[config.mk]
export PLATFORM = sky130hd
export DESIGN_NAME = enc_seq_flat
export DESIGN_NICKNAME = d
export VERILOG_FILES = /design/src/rtl/enc_seq_pkg.sv /design/src/rtl/enc_seq_if.sv /design/src/rtl/enc_prio.sv /design/src/rtl/enc_seq.sv /design/src/flat_wrapper.sv
export SDC_FILE = /design/constraint.sdc
export NUM_CORES = 1
export LEC_CHECK = 0
export ABC_CLOCK_PERIOD_IN_PS = 4000
export CORE_ASPECT_RATIO = 0.6
export CORE_MARGIN = 8
export CORE_UTILIZATION = 43
export DETAILED_ROUTE_END_ITERATION = 12
export GPL_TIMING_DRIVEN = 0
export PLACE_DENSITY = 0.69
export SETUP_SLACK_MARGIN = 0.5
export SYNTH_ARGS = -nofsm -noshare
export SYNTH_HDL_FRONTEND = slang
export SYNTH_SLANG_ARGS = --single-unit
[constraint.sdc]
create_clock -name clock -period 4 [get_ports clock]
set_input_delay 0.6 -clock clock [delete_from_list [all_inputs] [get_ports clock]]
set_output_delay 0.6 -clock clock [all_outputs]
set_load 0.005 [all_outputs]
[src/rtl/enc_seq_pkg.sv]
// enc_seq shared types, default widths and priority helper.
// Order selected by ENC_SEQ_LSB_FIRST_EN (defined: ascending).
package enc_seq_pkg;

    typedef enum logic {
        IDLE = 1'b0,
        SCAN = 1'b1
    } state_t;

    localparam int OUT_SIZE_DEF = 4;
    localparam int MAX_IN       = 256;

    // Only the low n bits of v take part; upper bits are ignored.
    function automatic int prio_idx(
        input logic [MAX_IN-1:0] v,
        input int                n,
        input bit                lsb_first
    );
        int idx;
        idx = 0;
        if (lsb_first) begin
            for (int i = MAX_IN - 1; i >= 0; i--)
                if (i < n && v[i]) idx = i;
        end else begin
            for (int i = 0; i < MAX_IN; i++)
                if (i < n && v[i]) idx = i;
        end
        return idx;
    endfunction

endpackage

[src/rtl/enc_seq_if.sv]
// enc_seq request/index handshake bundle.
// slave = encoder side, master = producer/consumer side.
interface enc_seq_if
    import enc_seq_pkg::*;
#(
    parameter int OUT_SIZE = OUT_SIZE_DEF,
    parameter int IN_SIZE  = 1 << OUT_SIZE
);
    logic [IN_SIZE-1:0]  in;
    logic                in_valid;
    logic                in_ready;
    logic [OUT_SIZE-1:0] out;
    logic                out_valid;
    logic                out_ready;
    logic                out_last;

    modport slave (
        input  in, in_valid, out_ready,
        output in_ready, out, out_valid, out_last
    );

    modport master (
        output in, in_valid, out_ready,
        input  in_ready, out, out_valid, out_last
    );
endinterface

[src/rtl/enc_prio.sv]
// Combinational priority encoder with nonzero and single-bit flags.
// ENC_SEQ_LSB_FIRST_EN picks lowest index, else highest.
module enc_prio
    import enc_seq_pkg::*;
#(
    parameter int OUT_SIZE = OUT_SIZE_DEF,
    parameter int IN_SIZE  = 1 << OUT_SIZE
) (
    input  logic [IN_SIZE-1:0]  vec,
    output logic [OUT_SIZE-1:0] idx,
    output logic                nz,
    output logic                one
);
`ifdef ENC_SEQ_LSB_FIRST_EN
    localparam bit LSB_FIRST = 1'b1;
`else
    localparam bit LSB_FIRST = 1'b0;
`endif

    logic [IN_SIZE-1:0] vec_m1;

    assign vec_m1 = vec - IN_SIZE'(1);
    assign nz     = |vec;
    assign one    = nz && ((vec & vec_m1) == '0);
    assign idx    = OUT_SIZE'(prio_idx(MAX_IN'(vec), IN_SIZE, LSB_FIRST));
endmodule

[src/rtl/enc_seq.sv]
// Sequential multi-hot encoder: drains a vector into binary indices.
// Build option ENC_SEQ_LSB_FIRST_EN selects ascending order.
module enc_seq
    import enc_seq_pkg::*;
#(
    parameter int OUT_SIZE = OUT_SIZE_DEF,
    parameter int IN_SIZE  = 1 << OUT_SIZE
) (
    input logic        clock,
    input logic        reset_n,
    input logic        enable,
    enc_seq_if.slave   bus
);
    state_t              state;
    logic [IN_SIZE-1:0]  pending;
    logic [IN_SIZE-1:0]  vec;
    logic [IN_SIZE-1:0]  vec_clr;
    logic [OUT_SIZE-1:0] idx;
    logic                nz;
    logic                one;
    logic [OUT_SIZE-1:0] out_q;
    logic                valid_q;
    logic                last_q;

    // One encoder serves both capture and drain.
    assign vec     = (state == IDLE) ? bus.in : pending;
    assign vec_clr = vec & ~(IN_SIZE'(1) << idx);

    enc_prio #(
        .OUT_SIZE (OUT_SIZE),
        .IN_SIZE  (IN_SIZE)
    ) u_prio (
        .vec (vec),
        .idx (idx),
        .nz  (nz),
        .one (one)
    );

    assign bus.in_ready  = (state == IDLE) && enable && reset_n;
    assign bus.out       = out_q;
    assign bus.out_valid = valid_q;
    assign bus.out_last  = last_q;

    always_ff @(posedge clock or negedge reset_n) begin
        if (!reset_n) begin
            state   <= IDLE;
            pending <= '0;
            out_q   <= '0;
            valid_q <= 1'b0;
            last_q  <= 1'b0;
        end else begin
            unique case (state)
                IDLE: begin
                    if (bus.in_valid && bus.in_ready && nz) begin
                        pending <= vec_clr;
                        out_q   <= idx;
                        valid_q <= 1'b1;
                        last_q  <= one;
                        state   <= SCAN;
                    end
                end
                SCAN: begin
                    if (!enable) begin
                        state   <= IDLE;
                        pending <= '0;
                        valid_q <= 1'b0;
                        last_q  <= 1'b0;
                    end else if (valid_q && bus.out_ready) begin
                        if (last_q) begin
                            state   <= IDLE;
                            valid_q <= 1'b0;
                            last_q  <= 1'b0;
                        end else begin
                            out_q   <= idx;
                            pending <= vec_clr;
                            last_q  <= one;
                        end
                    end
                end
                default: state <= IDLE;
            endcase
        end
    end
endmodule

[src/flat_wrapper.sv]
// flat-port wrapper written by rule: the top's interface ports become plain ports
module enc_seq_flat import enc_seq_pkg::*;
#(
    parameter int OUT_SIZE = OUT_SIZE_DEF,
    parameter int IN_SIZE  = 1 << OUT_SIZE
)
  (clock, reset_n, enable, bus_in, bus_in_valid, bus_out_ready, bus_in_ready, bus_out, bus_out_valid, bus_out_last);
  enc_seq_if #(.OUT_SIZE(OUT_SIZE), .IN_SIZE(IN_SIZE)) bus_i ();
  input logic clock;
  input logic reset_n;
  input logic enable;
  input wire logic [$bits(bus_i.in)-1:0] bus_in;
  input wire logic [$bits(bus_i.in_valid)-1:0] bus_in_valid;
  input wire logic [$bits(bus_i.out_ready)-1:0] bus_out_ready;
  output wire logic [$bits(bus_i.in_ready)-1:0] bus_in_ready;
  output wire logic [$bits(bus_i.out)-1:0] bus_out;
  output wire logic [$bits(bus_i.out_valid)-1:0] bus_out_valid;
  output wire logic [$bits(bus_i.out_last)-1:0] bus_out_last;
  assign bus_i.in = bus_in;
  assign bus_i.in_valid = bus_in_valid;
  assign bus_i.out_ready = bus_out_ready;
  assign bus_in_ready = bus_i.in_ready;
  assign bus_out = bus_i.out;
  assign bus_out_valid = bus_i.out_valid;
  assign bus_out_last = bus_i.out_last;
  enc_seq #(.OUT_SIZE(OUT_SIZE), .IN_SIZE(IN_SIZE)) u_core (.clock(clock), .reset_n(reset_n), .enable(enable), .bus(bus_i));
endmodule
# Word level (Yosys, flattened, before mapping)
# Index checks and enable logic that the tools add are counted.
dict set report word_totals {
  regBits 23
  input_bits 21
  out_inout_bits 7
  elab_cells 71
}
dict set report op_classes {
  n_addsub 1
  eq_ne 7
  shifts 1
  mux 41
  bitwise 4
  n_reduce_logical 12
}
# operator n
set op_table {}
lappend op_table {{16-bit two-way mux} 5}
lappend op_table {{4-bit two-way mux} 13}
lappend op_table {{16-bit AND} 2}
lappend op_table {{16-bit one-hot mux with 2 select lines} 1}
lappend op_table {{16-bit logical NOT} 1}
lappend op_table {{16-bit NOT} 1}
lappend op_table {{16-bit OR reduction} 1}
lappend op_table {{1-bit by 4-bit left shift with 16-bit output (first input constant)} 1}
lappend op_table {{16-bit by 1-bit subtractor with 16-bit output (second input constant)} 1}
lappend op_table {{1-bit two-way mux} 13}
lappend op_table {{3-bit two-way mux} 3}
lappend op_table {{3-bit inequality test (second input constant)} 3}
lappend op_table {{2-bit inequality test (second input constant)} 4}
lappend op_table {{4-bit one-hot mux with 2 select lines} 1}
lappend op_table {{1-bit logical AND} 6}
lappend op_table {{1-bit one-hot mux with 2 select lines} 3}
lappend op_table {{3-bit AND reduction} 2}
lappend op_table {{2-bit two-way mux} 2}
lappend op_table {{4-bit AND reduction} 1}
lappend op_table {{2-bit AND reduction} 1}
lappend op_table {{1-bit NOT} 1}

# Longest topological paths before layout
# Gate-level depths: netlist (run 1).
dict set report logic_depth {
  depth_word 23
  ltp_mapped 9
  depth_no_buf 6
}

# Cells and area by module
# From an unflattened synthesis (run 1), not the netlist that was laid out.
dict set report unflattened {
  hier_cells 185
  area_unflattened_um2 1744.2
}
# module n_inst cells_each area_per_inst_um2 seq_area_each_um2
set by_module_without_submodules {}
lappend by_module_without_submodules {enc_seq 1 138 1451.4 575.6}
lappend by_module_without_submodules {enc_prio 1 47 292.8 0.0}

# Least setup slack after synthesis (run 1)
# No wires, ideal clock.
dict set report synth_timing {
  path_type {input -> register}
  startpoint {input port bus_in[6]}
  endpoint {register u_core.pending[6]}
  setup_ps 122
  arrival_ps 2054
  required_time_ps 3878
  path_slack_ps 1824
  cell_stages 6
  path_buffers 1
  path_cell_list {nor3_1 -> o22ai_1 -> o41ai_4 -> o31ai_2 -> buf_6 -> a32o_1}
}
dict set report synth_between {
  elab_chain_cells 18
  word_cells_on_any_way 23
  classes_between {eq/ne (1); shift (1); mux (16); bitwise (2); reduce/logical (3)}
}
# element line_no
set synth_lines {}
lappend synth_lines {{start: declaration} flat_wrapper.sv:12} ;# input wire logic [$bits(bus_i.in)-1:0] bus_in;
lappend synth_lines {{16-bit two-way mux (*)} enc_seq.sv:26} ;# assign vec = (state == IDLE) ? bus.in : pending;
lappend synth_lines {{3-bit two-way mux} enc_seq_pkg.sv:26} ;# if (i < n && v[i]) idx = i;
lappend synth_lines {{4-bit two-way mux (9 in a row)} enc_seq_pkg.sv:26}
lappend synth_lines {{1-bit by 4-bit left shift with 16-bit output} enc_seq.sv:27} ;# assign vec_clr = vec & ~(IN_SIZE'(1) << idx);
lappend synth_lines {{16-bit NOT} enc_seq.sv:27}
lappend synth_lines {{16-bit AND} enc_seq.sv:27}
lappend synth_lines {{16-bit two-way mux} enc_seq.sv:69} ;# if (last_q) begin
lappend synth_lines {{16-bit two-way mux} enc_seq.sv:68} ;# end else if (valid_q && bus.out_ready) begin
lappend synth_lines {{16-bit two-way mux} enc_seq.sv:63} ;# if (!enable) begin
lappend synth_lines {{16-bit one-hot mux with 2 select lines} enc_seq.sv:52} ;# unique case (state)
lappend synth_lines {{end signal: assignment} enc_seq.sv:55} ;# pending <= vec_clr;
lappend synth_lines {{end signal: assignment} enc_seq.sv:75} ;# pending <= vec_clr;
lappend synth_lines {{end: declaration} enc_seq.sv:15} ;# logic [IN_SIZE-1:0] pending;
# Mark *: on every way between the ends. The rest lies on a longest branch, timed or not. The select of a mux whose other input is x is not followed.
# A chain may end at the register's enable or synchronous reset.

# Worst setup path in the final report (run 1)
dict set report layout_timing {
  startpoint {input port reset_n}
  endpoint {output port bus_in_ready}
}
dict set report layout_between {
  elab_chain_cells 1
}
# element line_no
set layout_lines {}
lappend layout_lines {{start: declaration} flat_wrapper.sv:10} ;# input logic reset_n;
lappend layout_lines {{1-bit logical AND} enc_seq.sv:39} ;# assign bus.in_ready = (state == IDLE) && enable && reset_n;
lappend layout_lines {{end: declaration} flat_wrapper.sv:15} ;# output wire logic [$bits(bus_i.in_ready)-1:0] bus_in_ready;
# No other way between the ends.

==> results of run 1 <==
-- power by group through the flow --
stage	combinational (mW)	sequential (mW)	clock, mW
floorplan	0.198	0.322	0
global placement	0.306	0.334	0
detailed placement	0.304	0.335	0
CTS	0.306	0.330	0.161
global route	0.335	0.338	0.170
finish	0.311	0.331	0.156
-- stage by stage --
stage	util [%]	setup WS (ns)	cell area, sq um
4_1_cts	55.0	0.685	2320
3_5_place_dp	53.9	0.462	2270
5_1_grt	55.0	0.520	2320
6_report	55.0	0.733	2320
2_1_floorplan	-	1.82	1930
3_3_place_gp	53.9	0.456	2270
-- cell type report --
class                           instances  share of cell area (%)
Clock buffer                            3                    1.78
Clock inverter                          1                   0.216
Timing Repair Buffer                   27                    11.7
Sequential cell                        23                    24.8
Multi-Input combinational cell        180                    53.8
Buffer                                 10                    3.78
Inverter                                4                   0.648
Tap cell                               60                    3.24
-- how the worst max path moves through the flow --
stage,start,to,slack (ns),cells after the start
floorplan,bus_in[6],u_core.pending[6],1.82,6
global placement,reset_n,u_core.pending[11],0.46,7
detailed placement,reset_n,u_core.pending[9],0.46,7
CTS,reset_n,bus_in_ready,0.68,3
global route,reset_n,bus_in_ready,0.52,3
finish,reset_n,bus_in_ready,0.73,3
-- logic make-up after synthesis --
| group | after synthesis | synth area share [%] |
|---|---|---|
| compound gates | 63 | 26.3 |
| buf+inv | 14 | 5.33 |
| flops | 23 | 29.9 |
| mux | 14 | 9.03 |
| simple gates | 103 | 29.4 |
-- metal layers --
metal	share of wire [%]	track usage [%]	vias up
li1	-	-	895
met1	49	26.3	981
met2	40	26.7	97
met3	10	6.07	6
met4	0.62	2.90	0
met5	0	0	-
-- flip-flops by register name, indices dropped and copies added (netlist names) --
| register | flops |
|---|---|
| u_core.pending | 16 |
| u_core.bus.out | 4 |
| u_core.bus.out_last | 1 |
| u_core.bus.out_valid | 1 |
| u_core.state | 1 |
-- worst max-delay path, cell delays in order --
cell and delay, ns:
clkdlybuf4s50_1 1.26, and3b_1 0.29, clkdlybuf4s50_1 0.51
-- cells in the final DEF (no fill, tap or decap), types with 4 or more instances in the layout --
| master | synthesis | layout |
|---|---|---|
| inv_1 | 4 | 4 |
| buf_4 | 5 | 5 |
| and2_1 | 4 | 4 |
| nor2b_1 | 9 | 9 |
| o21ai_0 | 8 | 8 |
| o31ai_1 | 4 | 4 |
| clkdlybuf4s50_1 | 0 | 27 |
| mux2_2 | 7 | 7 |
| nor2_1 | 18 | 18 |
| nand2_1 | 26 | 26 |
| nand3_1 | 7 | 7 |
| o22ai_1 | 4 | 4 |
| nor3_1 | 10 | 10 |
| dfrtp_1 | 23 | 23 |
| a21oi_1 | 8 | 8 |
| a32o_1 | 10 | 10 |
| buf_6 | 4 | 4 |
| nor3b_1 | 5 | 5 |
| mux2i_1 | 5 | 5 |
==> flow_summary.toml, run 1 <==
[status]
outcome = "finished clean"

[worst_setup_path]
timing.rr.end = "u_core.pending[9]"
critPathKind = "in -> out"
cp_max_fo = 24
r2r_setup_slack_ns = 1.27
critical_path.endpoint_type = "output port"
ff2ff_path_depth = 7
r2r-start = "u_core.state"
start_kind = "input pin"
required_ns = 3.40
arrival_ns = 2.67

[global_route]
antenna_found_initial = 0
grt_pass1_wl_um = 9780
grtUsageTotal_pct = 18.4
grt_overflow = 0
grt_pass1_vias = 1837
grt_max_degree = 25

[sta]
final.period_utilization_pct = 81.7
final.setup_skew_ns = 0.00299
drv_slew = 0
hold_viol = 0
setup_viol = 0
period_needed_ns = 3.27
worst_pin_slew_ns = 1.19
fmax_ghz = 0.306
max_slew_margin_pct = 20.3
rsz0062_at_grt = "false"
holdWs_ns = 0.541
tns_ns = 0

[clock_tree]
clock_path_buffers = 2
cts_setup_buffers = 0
root_buffer = "clkbuf_8"
ctsResizeCount = 0
cts.sinks = 23
clk_pin_slew_ns = 0.09
cts_tree = "built"
clock_latency_ns = 0.28
numCtsBuffers = 3
cts_hold_buf = 0
cts_max_level = 1

[power]
comb_power_share_pct = 39.0
ir_worst_vdd_mv = 0.163
p_total_mw = 0.798
p_per_area_nw_per_um2 = 345
leakage_nw = 0.870
p_sw_mw = 0.308
p_sw_share_pct = 38.5
clock_power_share_pct = 19.5
p_int_mw = 0.491
seq_power_share_pct = 41.5

[logic_synthesis]
synth_top_area_cell = "dfrtp_1"
async_flop_share_pct = 100
synth.area.top_cells = "dfrtp_1, a32o_1, nand2_1"
syn_area_sq_um = 1930
synth-seq-cells = 23
syn_area_per_cell_sq_um = 8.87
synth_flop_cell = "dfrtp_1"
synth_most_common_cell = "nand2_1"
synth_cells = 217
ys_top_cells_by_count = "nand2_1, dfrtp_1, nor2_1"
synth-edff-count = 0
yosysSeqAreaShare_pct = 29.9
netlist.area_leader.share_pct = 29.9
synth_nets = 238
yosys_warnings = 0
ys_types = 56

[drt]
ant_nets = 0
wire_per_inst_um = 19.9
via_count = 1979
wl_um = 6140
dr.pass1.iters = 5
via_per_inst = 6.43
drtIter0Drc = 152
drcViolationCount = 0

[die]
io_pins = 28
start_util_pct = 45.7
rows = 18
dieWidth_um = 102
dieArea_sq_um = 6950
die_height_um = 67.8
coreArea_sq_um = 4210

[hold_path]
hold_path.class = "reg -> reg"
min_from = "u_core.bus.out_valid"
min_to = "u_core.bus.out_valid"
worstHoldPathCells = 2

[finish]
final_layout_size_suffix_gt1_share_pct = 15.7
instances_no_fill = 308
regArea_sq_um = 576
diodes = 0
nNetsFinal = 270
multi_input_area_sq_um = 1250
fill_cells = 419
area_growth_pct = 20.3

[run]
maxCapViolations = 0

[placed_design]
dp.cells = 304
place.gp.congestion = 0.961
port_buffers = 27
dp_hpwl_um = 4580
No activity file was read; power rests on OpenSTA's default activity.
==> run 2, diff against run 1 <==
ABC_CLOCK_PERIOD_IN_PS = 2800   (was 4000)
PLACE_DENSITY = 0.71   (was 0.69)
clock period = 2.8 ns   (was 4 ns; I/O delays follow)
==> flow_summary.toml, run 2 (same netlist as run 1, synthesis figures left out) <==
[status]
outcome = "finished clean"

[die]
dieArea_sq_um = 6950
start_util_pct = 45.7
io_pins = 28
rows = 18
coreArea_sq_um = 4210
dieWidth_um = 102
die_height_um = 67.8

[drt]
wire_per_inst_um = 21.9
dr.pass1.iters = 7
ant_nets = 0
drcViolationCount = 0
via_count = 2206
via_per_inst = 6.49
drtIter0Drc = 314
wl_um = 7440

[placed_design]
dp_hpwl_um = 4590
place_ws_ns = -0.522
dpl-instance-area_sq_um = 2270
port_buffers = 27
place.gp.congestion = 0.972

[worst_setup_path]
crit_path_frequent_cell = "buf_4"
crit_chain = "buf_4 -> or3_1 -> a211oi_2 -> o311ai_2 -> nor2b_4 -> buf_4 -> a211o_1 -> a32o_1"
r2r_setup_slack_ns = 0.42
crit_slowest_cell = "dfrtp_2"
critPathKind = "reg -> reg"
timing.rr.end = "u_core.pending[7]"
required_ns = 2.98
cp_max_fo = 5
ff2ff_path_depth = 8
arrival_ns = 2.56
critical_path.endpoint_type = "flop"
r2r-start = "u_core.state"
critPathMaxStageDelay_ns = 0.49
start_kind = "flop"

[clock_tree]
cts.sinks = 23
clock_path_buffers = 2
numCtsBuffers = 3
cts_max_level = 1
cts_tree = "built"
root_buffer = "clkbuf_8"
clk_pin_slew_ns = 0.10
clock_latency_ns = 0.28
cts_hold_buf = 0

[finish]
area_growth_pct = 53.0
regMostFlops = "u_core.pending"
design_area_sq_um = 2950
final_cell_mix = "buf_4, nand2_1, dfrtp_1, clkdlybuf4s50_1, nor2_1"
final_layout_size_suffix_gt1_share_pct = 35.7
nNetsFinal = 302
diodes = 0
largest_reg_flops = 16

[sta]
worst_pin_slew_ns = 0.579
setup_slack_ns = 0.420
setup_viol = 0
fmax_ghz = 0.420
holdWs_ns = 0.123
hold_viol = 0
final.period_utilization_pct = 85.0
drv_slew = 0
final.setup_skew_ns = 0.00814
max_slew_margin_pct = 61.4
period_needed_ns = 2.38
rsz0062_at_grt = "true"

[global_route]
grt_max_degree = 25
grtUsageTotal_pct = 20.1
grt_pass1_wl_um = 10700
grt_pass1_vias = 1919
grt_overflow = 0
antenna_found_initial = 0

[hold_path]
hold_path.class = "in -> async"

[power]
leakage_nw = 1.15
p_per_area_nw_per_um2 = 461
ir_worst_vdd_mv = 0.249

[run]
maxCapViolations = 0
==> run 2: changes by cell type in the layout (fill, tap and decap cells not counted), sizes merged <==
cell / before / now
buf: 10 / 41
clkbuf: 3 / 5
clkdlybuf4s50: 27 / 21
clkinv: 1 / 0
clkinvlp: 0 / 1
dlygate4sd2: 0 / 3
dlymetal6s2s: 0 / 2
==> run 2: cell type report <==
cell class	count	area, sq um
buffer	10	120
clock buffer	3	41.3
clock inverter	1	7.51
fill	322	1270
inverter	4	15.0
multi-input combinational	180	1520
sequential	23	577
tap	60	75.1
timing repair buffer	59	588
==> run 2: worst max-delay path by stage <==
stage                 startpoint                  to  slack [ns]  depth (start not counted)
floorplan           u_core.state   u_core.pending[6]        0.66                          7
global placement         reset_n   u_core.pending[5]       -0.53                          7
detailed placement       reset_n  u_core.pending[11]       -0.52                          7
CTS                 u_core.state   u_core.pending[8]        0.51                          9
global route        u_core.state   u_core.pending[1]        0.40                          9
finish              u_core.state   u_core.pending[7]        0.42                          8
==> run 2: per-layer routing <==
layer	vias to the layer above	global-route usage, %	routed length, um
li1	970	-	-
met2	189	27.0	3010
met1	1016	29.1	3270
met5	-	4.20	38
met4	2	4.54	173
met3	29	6.98	943
==> run 2: through the flow <==
stage	util (%)	std cells	total power, mW	TNS (ns)
floorplan	-	217	0.743	0
global placement	53.9	304	0.910	-7.89
detailed placement	53.9	304	0.909	-8.10
CTS	62.3	323	1.22	0
global route	69.9	340	1.42	0
finish	69.9	340	1.36	0
==> run 2: what timing repair did <==
item	4_1_cts	5_1_grt
resized for setup	40	34
pin swaps	10	15
setup endpoints to repair	23	21
setup buffers	13	14
cloned	2	3
==> run 2: critical path: cells and delay by family, from the launching register on <==
family                 cells  cell delay [ns]
AOI/OAI and AO/OA          4             0.88
and+or+nand+nor            2             0.55
DFF                        1             0.49
buffers and inverters      2             0.36
==> run 2: power breakdown <==
part / switching [mW] / internal (mW)
sequential: 0.106 / 0.394
clock: 0.127 / 0.101
combinational: 0.310 / 0.320
==> run 3, diff against run 2 <==
ABC_CLOCK_PERIOD_IN_PS = 1900   (was 2800)
clock period = 1.9 ns   (was 2.8 ns; I/O delays follow)
==> flow_summary.toml, run 3 (same netlist as run 1, synthesis figures left out) <==
[sta]
period_needed_ns = 2.34
setup_slack_ns = -0.445
worst_pin_slew_ns = 0.632
hold_viol = 0
rsz0062_at_grt = "true"
drv_slew = 0
fmax_ghz = 0.427
final.setup_skew_ns = 0.00250
setup_viol = 23
max_slew_margin_pct = 57.9
holdWs_ns = 0.112
final.period_utilization_pct = 123

[finish]
multi_input_area_sq_um = 1570
area_growth_pct = 55.2
nNetsFinal = 307
regArea_sq_um = 578
largest_reg_flops = 16
final_common_cell = "buf_4"
final_cell_mix = "buf_4, nand2_1, dfrtp_1, clkdlybuf4s50_1, nor2_1"
final_core_util_pct = 70.9
design_area_sq_um = 2990
final_layout_size_suffix_gt1_share_pct = 40.4
regMostFlops = "u_core.pending"
diodes = 0
fill_cells = 330
instances_no_fill = 345

[power]
p_per_area_nw_per_um2 = 668
leakage_nw = 1.17
ir_worst_vdd_mv = 0.499

[worst_setup_path]
ff2ff_path_depth = 8
required_ns = 2.07
start_kind = "flop"
cp-startpoint = "u_core.state"
r2r-start = "u_core.state"
cp_max_fo = 7
r2r_setup_slack_ns = -0.44
critPathKind = "reg -> reg"
endpoint = "u_core.pending[1]"
timing.rr.end = "u_core.pending[1]"
arrival_ns = 2.51
critical_path.endpoint_type = "flop"

[die]
dieWidth_um = 102
die_height_um = 67.8
coreArea_sq_um = 4210
rows = 18
io_pins = 28
dieArea_sq_um = 6950
start_util_pct = 45.7

[hold_path]
hold_path.class = "in -> async"

[drt]
wire_per_inst_um = 21.5
ant_nets = 0
drtIter0Drc = 284
drcViolationCount = 0
via_per_inst = 6.51
via_count = 2247
wl_um = 7430
dr.pass1.iters = 5

[placed_design]
port_buffers = 27
dpl-instance-area_sq_um = 2410
place_ws_ns = -1.14
dp.cells = 304
place.gp.congestion = 0.930
dp_hpwl_um = 4630

[global_route]
grt_pass1_vias = 2198
grt_pass1_wl_um = 11700
grt_overflow = 0
grtUsageTotal_pct = 22.0
grt_max_degree = 25
antenna_found_initial = 0

[clock_tree]
numCtsBuffers = 3
cts_tree = "built"
clock_path_buffers = 2
root_buffer = "clkbuf_8"
cts_hold_buf = 0
cts_max_level = 1
cts.sinks = 23
clock_latency_ns = 0.27
clk_pin_slew_ns = 0.09

[status]
violations = "negative setup slack"
outcome = "complete, but fails checks"

[run]
maxCapViolations = 0
run 3: cell types whose count changed in the layout (fill, tap and decap cells not counted), sizes merged:
cell / previous run / this run
buf: 41 / 46
bufbuf: 0 / 1
clkdlybuf4s15: 0 / 1
clkdlybuf4s50: 21 / 19
clkinvlp: 1 / 0
dlygate4sd2: 3 / 5
dlymetal6s2s: 2 / 0
o31ai: 6 / 7
run 3: where the power goes:
part / switching, mW / internal (mW) / total, mW / leakage [nW]
Clock: 0.174 / 0.150 / 0.325 / 0.0228
Combinational: 0.467 / 0.473 / 0.941 / 0.864
Sequential: 0.151 / 0.580 / 0.731 / 0.285
Total: 0.792 / 1.20 / 2.00 / 1.17
run 3: worst min path at each step:
stage / startpoint / end / slack (ns)
6_report: reset_n / u_core.pending[14] / 0.11
3_5_place_dp: u_core.bus.out_valid / u_core.bus.out_valid / 0.52
4_1_cts: reset_n / u_core.bus.out[3] / 0.13
5_1_grt: reset_n / u_core.pending[14] / 0.14
2_1_floorplan: reset_n / u_core.bus.out[0] / -0.01
3_3_place_gp: u_core.bus.out_valid / u_core.bus.out_valid / 0.51
run 3: final cells by class:
| class | instances | share of cell area, % |
|---|---|---|
| Buffer | 10 | 3.77 |
| Sequential cell | 23 | 19.3 |
| Multi-Input combinational cell | 181 | 52.5 |
| Clock buffer | 4 | 1.51 |
| Tap cell | 60 | 2.51 |
| Timing Repair Buffer | 63 | 19.9 |
| Inverter | 4 | 0.503 |
run 3: layer usage:
metal,share of wire [%],GRT usage [%],routed length (um),vias up
li1,-,-,-,978
met1,45,30.1,3350,1085
met2,40,31.6,3000,162
met3,13,7.89,939,22
met4,1.8,6.72,137,0
met5,0,0,0,-
run 3: repair_timing:
action                     CTS  global route
pin swaps                   21            13
gates resized for setup     54            14
setup buffers               27             4
cloned                       6             0
setup endpoints to repair   30            25
run 3: critical path: stages, from the launching register on:
cell and delay, ns:
dfrtp_2 0.47, buf_6 0.16, buf_8 0.13, mux2_4 0.32, o31ai_4 0.36, buf_6 0.16, a31oi_4 0.14, nand3b_1 0.24
a32o_1 0.26
run 3: stage by stage:
step	TNS (ns)	power, mW
6_report	-7.65	2.00
4_1_cts	-6.77	1.92
5_1_grt	-8.81	2.09
2_1_floorplan	-2.34	1.16
3_5_place_dp	-23.57	1.41
3_3_place_gp	-23.90	1.40
